### config.mk
export PLATFORM = sky130hd
export DESIGN_NAME = dmem_arbiter
export DESIGN_NICKNAME = d
export VERILOG_FILES = /design/src/rtl/rv_mem_pkg.sv /design/src/rtl/dmem_lane.sv /design/src/rtl/dmem_arbiter.sv
export SDC_FILE = /design/constraint.sdc
export NUM_CORES = 1
export LEC_CHECK = 0
export ABC_AREA = 1
export CORE_AREA = 2 2 130 100
export CTS_CLUSTER_DIAMETER = 120
export DETAILED_ROUTE_END_ITERATION = 10
export DIE_AREA = 0 0 132 102
export PLACE_DENSITY = 0.94
export SLEW_MARGIN = 15
export SYNTH_ARGS = -nofsm -noshare
export SYNTH_HDL_FRONTEND = slang
export SYNTH_SLANG_ARGS = --single-unit
### constraint.sdc
create_clock -name clock -period 1.7 [get_ports clock]
set_input_delay 0.34 -clock clock [delete_from_list [all_inputs] [get_ports clock]]
set_output_delay 0.34 -clock clock [all_outputs]
set_load 0.02 [all_outputs]
### src/rtl/rv_mem_pkg.sv
// rv_mem_pkg: access encodings, FSM states and alignment check for the data-memory arbiter
package rv_mem_pkg;
    localparam logic [2:0] OP_B  = 3'b000;
    localparam logic [2:0] OP_H  = 3'b001;
    localparam logic [2:0] OP_W  = 3'b010;
    localparam logic [2:0] OP_BU = 3'b100;
    localparam logic [2:0] OP_HU = 3'b101;

    typedef enum logic [1:0] {IDLE, RD, RMW, ACK} state_t;

    // Undefined encodings report as misaligned so they never touch the RAM
    function automatic logic misaligned(input logic [2:0] op, input logic [1:0] a);
        return (op == OP_B || op == OP_BU) ? 1'b0 :
               (op == OP_H || op == OP_HU) ? a[0] :
               (op == OP_W)                ? (a != 2'b00) : 1'b1;
    endfunction
endpackage

### src/rtl/dmem_lane.sv
// dmem_lane: load lane extraction with sign/zero extension and sub-word store merge
import rv_mem_pkg::*;

module dmem_lane (
    input  logic [31:0] rdata,
    input  logic [31:0] wdata,
    input  logic [2:0]  op,
    input  logic [1:0]  lane,
    output logic [31:0] ldata,
    output logic [31:0] mdata
);
    logic [31:0] sh, bm, bw;
    always_comb begin
        sh    = rdata >> {lane, 3'b000};
        ldata = op == OP_B  ? {{24{sh[7]}}, sh[7:0]} :
                op == OP_BU ? {24'b0, sh[7:0]} :
                op == OP_H  ? {{16{sh[15]}}, sh[15:0]} :
                op == OP_HU ? {16'b0, sh[15:0]} : rdata;
        // op[0] separates halfword from byte stores
        bm    = op[0] ? (32'h0000_FFFF << {lane[1], 4'b0000}) : (32'h0000_00FF << {lane, 3'b000});
        bw    = op[0] ? ({16'b0, wdata[15:0]} << {lane[1], 4'b0000}) : ({24'b0, wdata[7:0]} << {lane, 3'b000});
        mdata = (rdata & ~bm) | bw;
    end
endmodule

### src/rtl/dmem_arbiter.sv
// dmem_arbiter: round-robin sharing of a single-port word RAM between CPU and debug ports
import rv_mem_pkg::*;

module dmem_arbiter #(
    parameter int AW = 15
) (
    input  logic          clock,
    input  logic          reset,
    input  logic          c_req,
    input  logic          c_we,
    input  logic [2:0]    c_op,
    input  logic [31:0]   c_addr,
    input  logic [31:0]   c_wdata,
    output logic          c_ready,
    output logic [31:0]   c_rdata,
    output logic          c_err,
    input  logic          d_req,
    input  logic          d_we,
    input  logic [31:0]   d_addr,
    input  logic [31:0]   d_wdata,
    output logic          d_ready,
    output logic [31:0]   d_rdata,
    output logic          ram_en,
    output logic          ram_we,
    output logic [AW-1:0] ram_addr,
    output logic [31:0]   ram_wdata,
    input  logic [31:0]   ram_rdata
);
    state_t        state, state_n;
    logic          gnt_d, last_d, err_q;
    logic [2:0]    op_q;
    logic [AW-1:0] a_q;
    logic [1:0]    lane_q;
    logic [31:0]   wd_q, ldata, mdata;
    logic          any, pick_d, grant, sel_we, sel_err, busy;
    logic [2:0]    sel_op;
    logic [AW+1:0] sel_addr;
    logic [31:0]   sel_wd;
    logic          unused;

    assign unused = ^{c_addr[31:AW+2], d_addr[31:AW+2], d_addr[1:0]};

    always_comb begin
        any      = c_req | d_req;
        pick_d   = d_req & (~c_req | ~last_d);
        grant    = state == IDLE && any;
        sel_we   = pick_d ? d_we : c_we;
        sel_op   = pick_d ? OP_W : c_op;
        sel_addr = pick_d ? {d_addr[AW+1:2], 2'b00} : c_addr[AW+1:0];
        sel_wd   = pick_d ? d_wdata : c_wdata;
        sel_err  = ~pick_d & misaligned(c_op, c_addr[1:0]);
        state_n  = !grant ? IDLE : sel_err ? ACK : !sel_we ? RD : sel_op == OP_W ? ACK : RMW;
    end

    always_ff @(posedge clock or negedge reset) begin
        if (!reset) begin
            state  <= IDLE;
            last_d <= 1'b1;
            gnt_d  <= 1'b0;
            err_q  <= 1'b0;
            op_q   <= '0;
            a_q    <= '0;
            lane_q <= '0;
            wd_q   <= '0;
        end else begin
            state <= state_n;
            if (grant) begin
                gnt_d  <= pick_d;
                last_d <= pick_d;
                err_q  <= sel_err;
                op_q   <= sel_op;
                a_q    <= sel_addr[AW+1:2];
                lane_q <= sel_addr[1:0];
                wd_q   <= sel_wd;
            end
        end
    end

    dmem_lane u_lane (
        .rdata(ram_rdata),
        .wdata(wd_q),
        .op   (op_q),
        .lane (lane_q),
        .ldata(ldata),
        .mdata(mdata)
    );

    // Reset gates every output so nothing reaches the RAM while reset is low
    always_comb begin
        busy      = state != IDLE;
        ram_en    = reset & (grant ? ~sel_err : state == RMW);
        ram_we    = reset & (grant ? ~sel_err & sel_we & (sel_op == OP_W) : state == RMW);
        ram_addr  = !reset ? '0 : grant ? sel_addr[AW+1:2] : a_q;
        ram_wdata = !reset ? '0 : state == RMW ? mdata : sel_wd;
        c_ready   = reset & busy & ~gnt_d;
        d_ready   = reset & busy & gnt_d;
        c_rdata   = (c_ready && state == RD) ? ldata : '0;
        d_rdata   = (d_ready && state == RD) ? ldata : '0;
        c_err     = c_ready & err_q;
    end
endmodule

==> impl_metrics.csv, run 1 <==
group,metric,value,unit
synthesis,yosysTopAreaCell,"nand2_1",
cts,numCtsBuffers,5,
synthesis,synthTopCellsByCount,"301 x nand2_1, 104 x a21oi_1, 73 x inv_1",
synthesis,synth-async-reset-ratio,100,%
synthesis,synth_area_leaders,"nand2_1 24%, dfrtp_1 21%, a21oi_1 11%",
synthesis,ys_ff_latch,41,
die,die_width,132,um
cts,clockBufferDepth,2,
synthesis,yosysSeqAreaShare,21.9,%
sta,crit_endpoint,"ram_wdata[15]",
synthesis,synth_cell_types,33,
placement,dp_hpwl,19.0,mm
cts,root_buffer,"clkbuf_16",
die,rows,35,
die,start_util,38.6,%
die,io_pins,285,
synthesis,syn_inst,814,
global_routing,grtUsageTotal,96.1,%
placement,place_congestion,0.988,
global_routing,grt_max_degree,26,
status,error,"[ERROR GRT-0232] Routing congestion too high. Check the congestion heatmap in the GUI.",
synthesis,ys.flop_type,"dfrtp_1",
cts,cts_hold_buf,0,
placement,port_buffers,252,
synthesis,syn_nets,983,
cts,htree_levels,2,
synthesis,yosysTopAreaCellShare,24.1,%
synthesis,synth_most_common_cell,"nand2_1",
status,stop_stage,"global routing (5_1_grt)",
die,fp.dieH,102,um
synthesis,netlist_area,4680,um2
sta,endpoint_type,"top-level output",
synthesis,synth_edf_count,0,
synthesis,yosys_warnings,0,
status,status,"aborted with a tool error",
cts,clock-sinks,41,
placement,place_ws,-1030,ps
synthesis,syn_avg_cell_area,5.75,um2
placement,place_area,9080,um2
placement,dp.cells,1322,
global_routing,grt_overflow,939,
layer usage:
layer,GRT overflow,track usage (%)
met5,5,46.2
met4,310,121
met3,12,73.1
met2,601,123
met1,11,85.3
cell families after synthesis:
logic type	Yosys count	synth area share (%)
and+or+nand+nor	426	37.8
AOI/OAI and AO/OA	212	25.3
buffers and inverters	135	15.0
DFF	41	21.9
what timing repair did:
item	in CTS
setup buffers	45
pin swaps	62
endpoints found under the setup margin	123
gates cloned	12
gates resized for setup	835
per-stage QoR:
stage	utilization (%)	TNS (ps)	hold slack [ps]
2_1_floorplan	-	-326	44.4
3_3_place_gp	74.8	-100580	337
3_5_place_dp	74.8	-107090	351
4_1_cts	87.0	-47450	47.0
==> run 2: changes to the inputs <==
--- a/config.mk
+++ b/config.mk
@@ -6,11 +6,10 @@
 export NUM_CORES = 1
 export LEC_CHECK = 0
 export ABC_AREA = 1
-export CORE_AREA = 2 2 130 100
-export CTS_CLUSTER_DIAMETER = 120
+export CORE_AREA = 2 2 113 115
 export DETAILED_ROUTE_END_ITERATION = 10
-export DIE_AREA = 0 0 132 102
-export PLACE_DENSITY = 0.94
+export DIE_AREA = 0 0 115 117
+export PLACE_DENSITY_LB_ADDON = 0.15
 export SLEW_MARGIN = 15
 export SYNTH_ARGS = -nofsm -noshare
 export SYNTH_HDL_FRONTEND = slang
==> impl_metrics.csv, run 2 <==
group,metric,value,unit
status,status,"complete, but fails checks",
status,violations,"setup timing",
die,rows,41,
synthesis,synth_most_common_cell,"nand2_1",
critical_path,crit_path_max_incr_delay,440,ps
synthesis,ys_ff_latch,41,
cts,clockBufferDepth,2,
sta,maxSlewHeadroom,68.3,%
global_routing,grt_overflow,0,
critical_path,crit_top_cell,"buf_12",
critical_path,cp.buffers_inverters,4,
synthesis,yosys_warnings,0,
placement,place_ws,-1010,ps
global_routing,grt_first_pass_wirelength,33.8,mm
critical_path,cp-end-kind,"output port",
synthesis,netlist_area,4680,um2
synthesis,synth_mux_area_share,0,%
sta,fin_crit_sh,131,%
cts,clk_pin_slew,70,ps
cts,clock_latency,290,ps
synthesis,synth-async-reset-ratio,100,%
flow_run,cap_violations,0,
sta,fmax,450,MHz
sta,tightest_slew,475,ps
critical_path,crit_path_top_delay_cell,"dfrtp_2",
synthesis,synth-simple-area-share,37.8,%
die,die_width,115,um
synthesis,yosysSeqAreaShare,21.9,%
detailed_routing,drt_iter0_drc,696,
synthesis,syn_inst,814,
synthesis,synth_adder_area_share,0,%
critical_path,reg2regPathDepth,9,
synthesis,synth_edf_count,0,
synthesis,ys.flop_type,"dfrtp_1",
cts,cts_hold_buf,0,
final_layout,regMostFlops,"wd_q",
detailed_routing,remaining_drc_errors,0,
global_routing,grt_antenna_before_repair,0,
critical_path,worstPathCellList,"buf_12, nor2_2, nand2_2, nand2_4, o21bai_4, buf_12, clkbuf_16, a21oi_4, buf_6",
detailed_routing,wl_per_cell,19.2,um
final_layout,final_util,85.9,%
detailed_routing,wl,25.9,mm
sta,setup_ws,-520,ps
final_layout,antenna_cells,0,
synthesis,synth_area_leaders,"nand2_1 24%, dfrtp_1 21%, a21oi_1 11%",
cts,cts_tree,"yes",
critical_path,critPathMaxFanout,6,
die,fp.dieH,117,um
final_layout,nNetsFinal,1363,
global_routing,grt_max_degree,42,
power,static-leakage-power,0.00483,uW
synthesis,yosysTopAreaCellShare,24.1,%
critical_path,worstPathArrival,1880,ps
power,total_power,15200,uW
placement,place_congestion,0.980,
final_layout,largest_reg_flops,16,
detailed_routing,routed-via-count,7645,
critical_path,required,1360,ps
sta,slew_violations,0,
synthesis,synth_cell_types,33,
critical_path,critPathLaunchType,"flop",
critical_path,cp_top_family,"buffers and inverters",
worst_hold_path,worstHoldPathType,"input pin to async pin",
synthesis,synth-xor-area-share,0,%
synthesis,synthTopCellsByCount,"301 x nand2_1, 104 x a21oi_1, 73 x inv_1",
cts,htree_levels,2,
cts,root_buffer,"clkbuf_16",
power,peakVddDrop,0.000783,V
synthesis,synth_top_family_by_area,"simple AND/OR/NAND/NOR gates",
global_routing,grt_pass1_vias,6848,
cts,numCtsBuffers,5,
final_layout,final_cell_mix,"225 x nand2_1, 141 x buf_4, 130 x clkdlybuf4s50_1, 102 x buf_6, 65 x inv_1",
critical_path,critPathKind,"flop to output port",
sta,rsz0062_at_grt,"true",
final_layout,drive_gt1_share,47.5,%
power,power.density,1440,nW/um2
final_layout,layout_commonest_cell,"nand2_1",
sta,setup_viol,115,
synthesis,synth_compound_area_share,25.3,%
die,die-area,13500,um2
sta,skew,5.25,ps
synthesis,syn_avg_cell_area,5.75,um2
final_layout,reg_top3,"wd_q: 16 flops, a_q: 15 flops, op_q: 3 flops",
global_routing,grtUsageTotal,31.5,%
detailed_routing,dr.pass1.iters,6,
final_layout,area_growth_syn_to_layout,126,%
sta,finalHoldViolCount,0,
sta,timing.final.crit_period,2220,ps
detailed_routing,vias_per_cell,5.68,
critical_path,cp.depth,9,
detailed_routing,ant_nets,0,
placement,port_buffers,252,
cts,clock-sinks,41,
die,coreArea,12300,um2
die,start_util,38.0,%
placement,dp_hpwl,16.1,mm
synthesis,yosysTopAreaCell,"nand2_1",
synthesis,syn_nets,983,
die,io_pins,285,
[run 2: cell counts after synthesis]
No cell type changed its count.
[run 2: power by group]
| group | switching [uW] | internal [uW] | total [uW] | leakage, uW |
|---|---|---|---|---|
| registers | 375 | 1480 | 1850 | 0.000492 |
| logic | 7130 | 5090 | 12200 | 0.00426 |
| clock network | 422 | 697 | 1120 | 0.0000810 |
[run 2: layout make-up]
| cell class | instances | area (um2) |
|---|---|---|
| Multi-Input combinational cell | 639 | 4450 |
| Timing Repair inverter | 2 | 15.0 |
| Timing Repair Buffer | 424 | 4380 |
| Clock inverter | 2 | 38.8 |
| Clock buffer | 6 | 129 |
| Fill cell | 650 | 1740 |
| Tap cell | 150 | 188 |
| Inverter | 81 | 342 |
| Sequential cell | 41 | 1030 |
[run 2: path summary, 6_finish.rpt]
| path | to | slack [ps] | from |
|---|---|---|---|
| hold / removal | a_q[1] | 170 | reset |
| max in group asynchronous | last_d | 1020 | reset |
| setup / recovery | d_rdata[20] | -520 | lane_q[1] |
| min in group clock | a_q[2] | 490 | a_q[2] |
| setup reg to reg | wd_q[6] | 40 | last_d |
| hold reg to reg | a_q[2] | 490 | a_q[2] |
[run 2: timing repair]
action                     4_1_cts  5_1_grt
resized for setup              384      522
setup endpoints to repair      120      116
buffers inserted                12       22
pin swaps                       10       68
hold endpoints to repair         0        0
gates cloned                     6       12
[run 2: cell families after synthesis]
logic type | count (synthesis)
AND/OR/NAND/NOR | 426
AO/OA/AOI/OAI | 212
buffers and inverters | 135
flip-flops | 41
[run 2: worst reg2reg max path: stages, from the launching register on]
cell and delay (ps):
dfstp_2 550, nand2_4 90, nand2_4 170, buf_8 160
buf_16 110, or2_4 100, o21ai_2 60, buf_4 130
buf_4 120, o21ai_1 100
[run 2: through the flow]
| step | hold slack [ps] | cells | cell area (um2) | setup TNS (ps) |
|---|---|---|---|---|
| final | 171 | 1345 | 10600 | -49180 |
| after global routing | 195 | 1345 | 10600 | -56760 |
| after CTS | 171 | 1314 | 9450 | -58700 |
| after detailed placement | 470 | 1288 | 8930 | -101640 |
| after global placement | 454 | 1288 | 8930 | -99180 |
| after floorplan | 44.4 | 814 | 5570 | -326 |
[run 2: routing by layer]
metal | GRT usage (%) | share of wire, % | vias up
li1 | - | - | 3423
met5 | 0 | 0 | -
met4 | 14.3 | 6.3 | 0
met2 | 53.0 | 49 | 579
met3 | 5.61 | 9.3 | 154
met1 | 39.6 | 36 | 3489
Note: power is estimated with default switching activity, not from simulation.
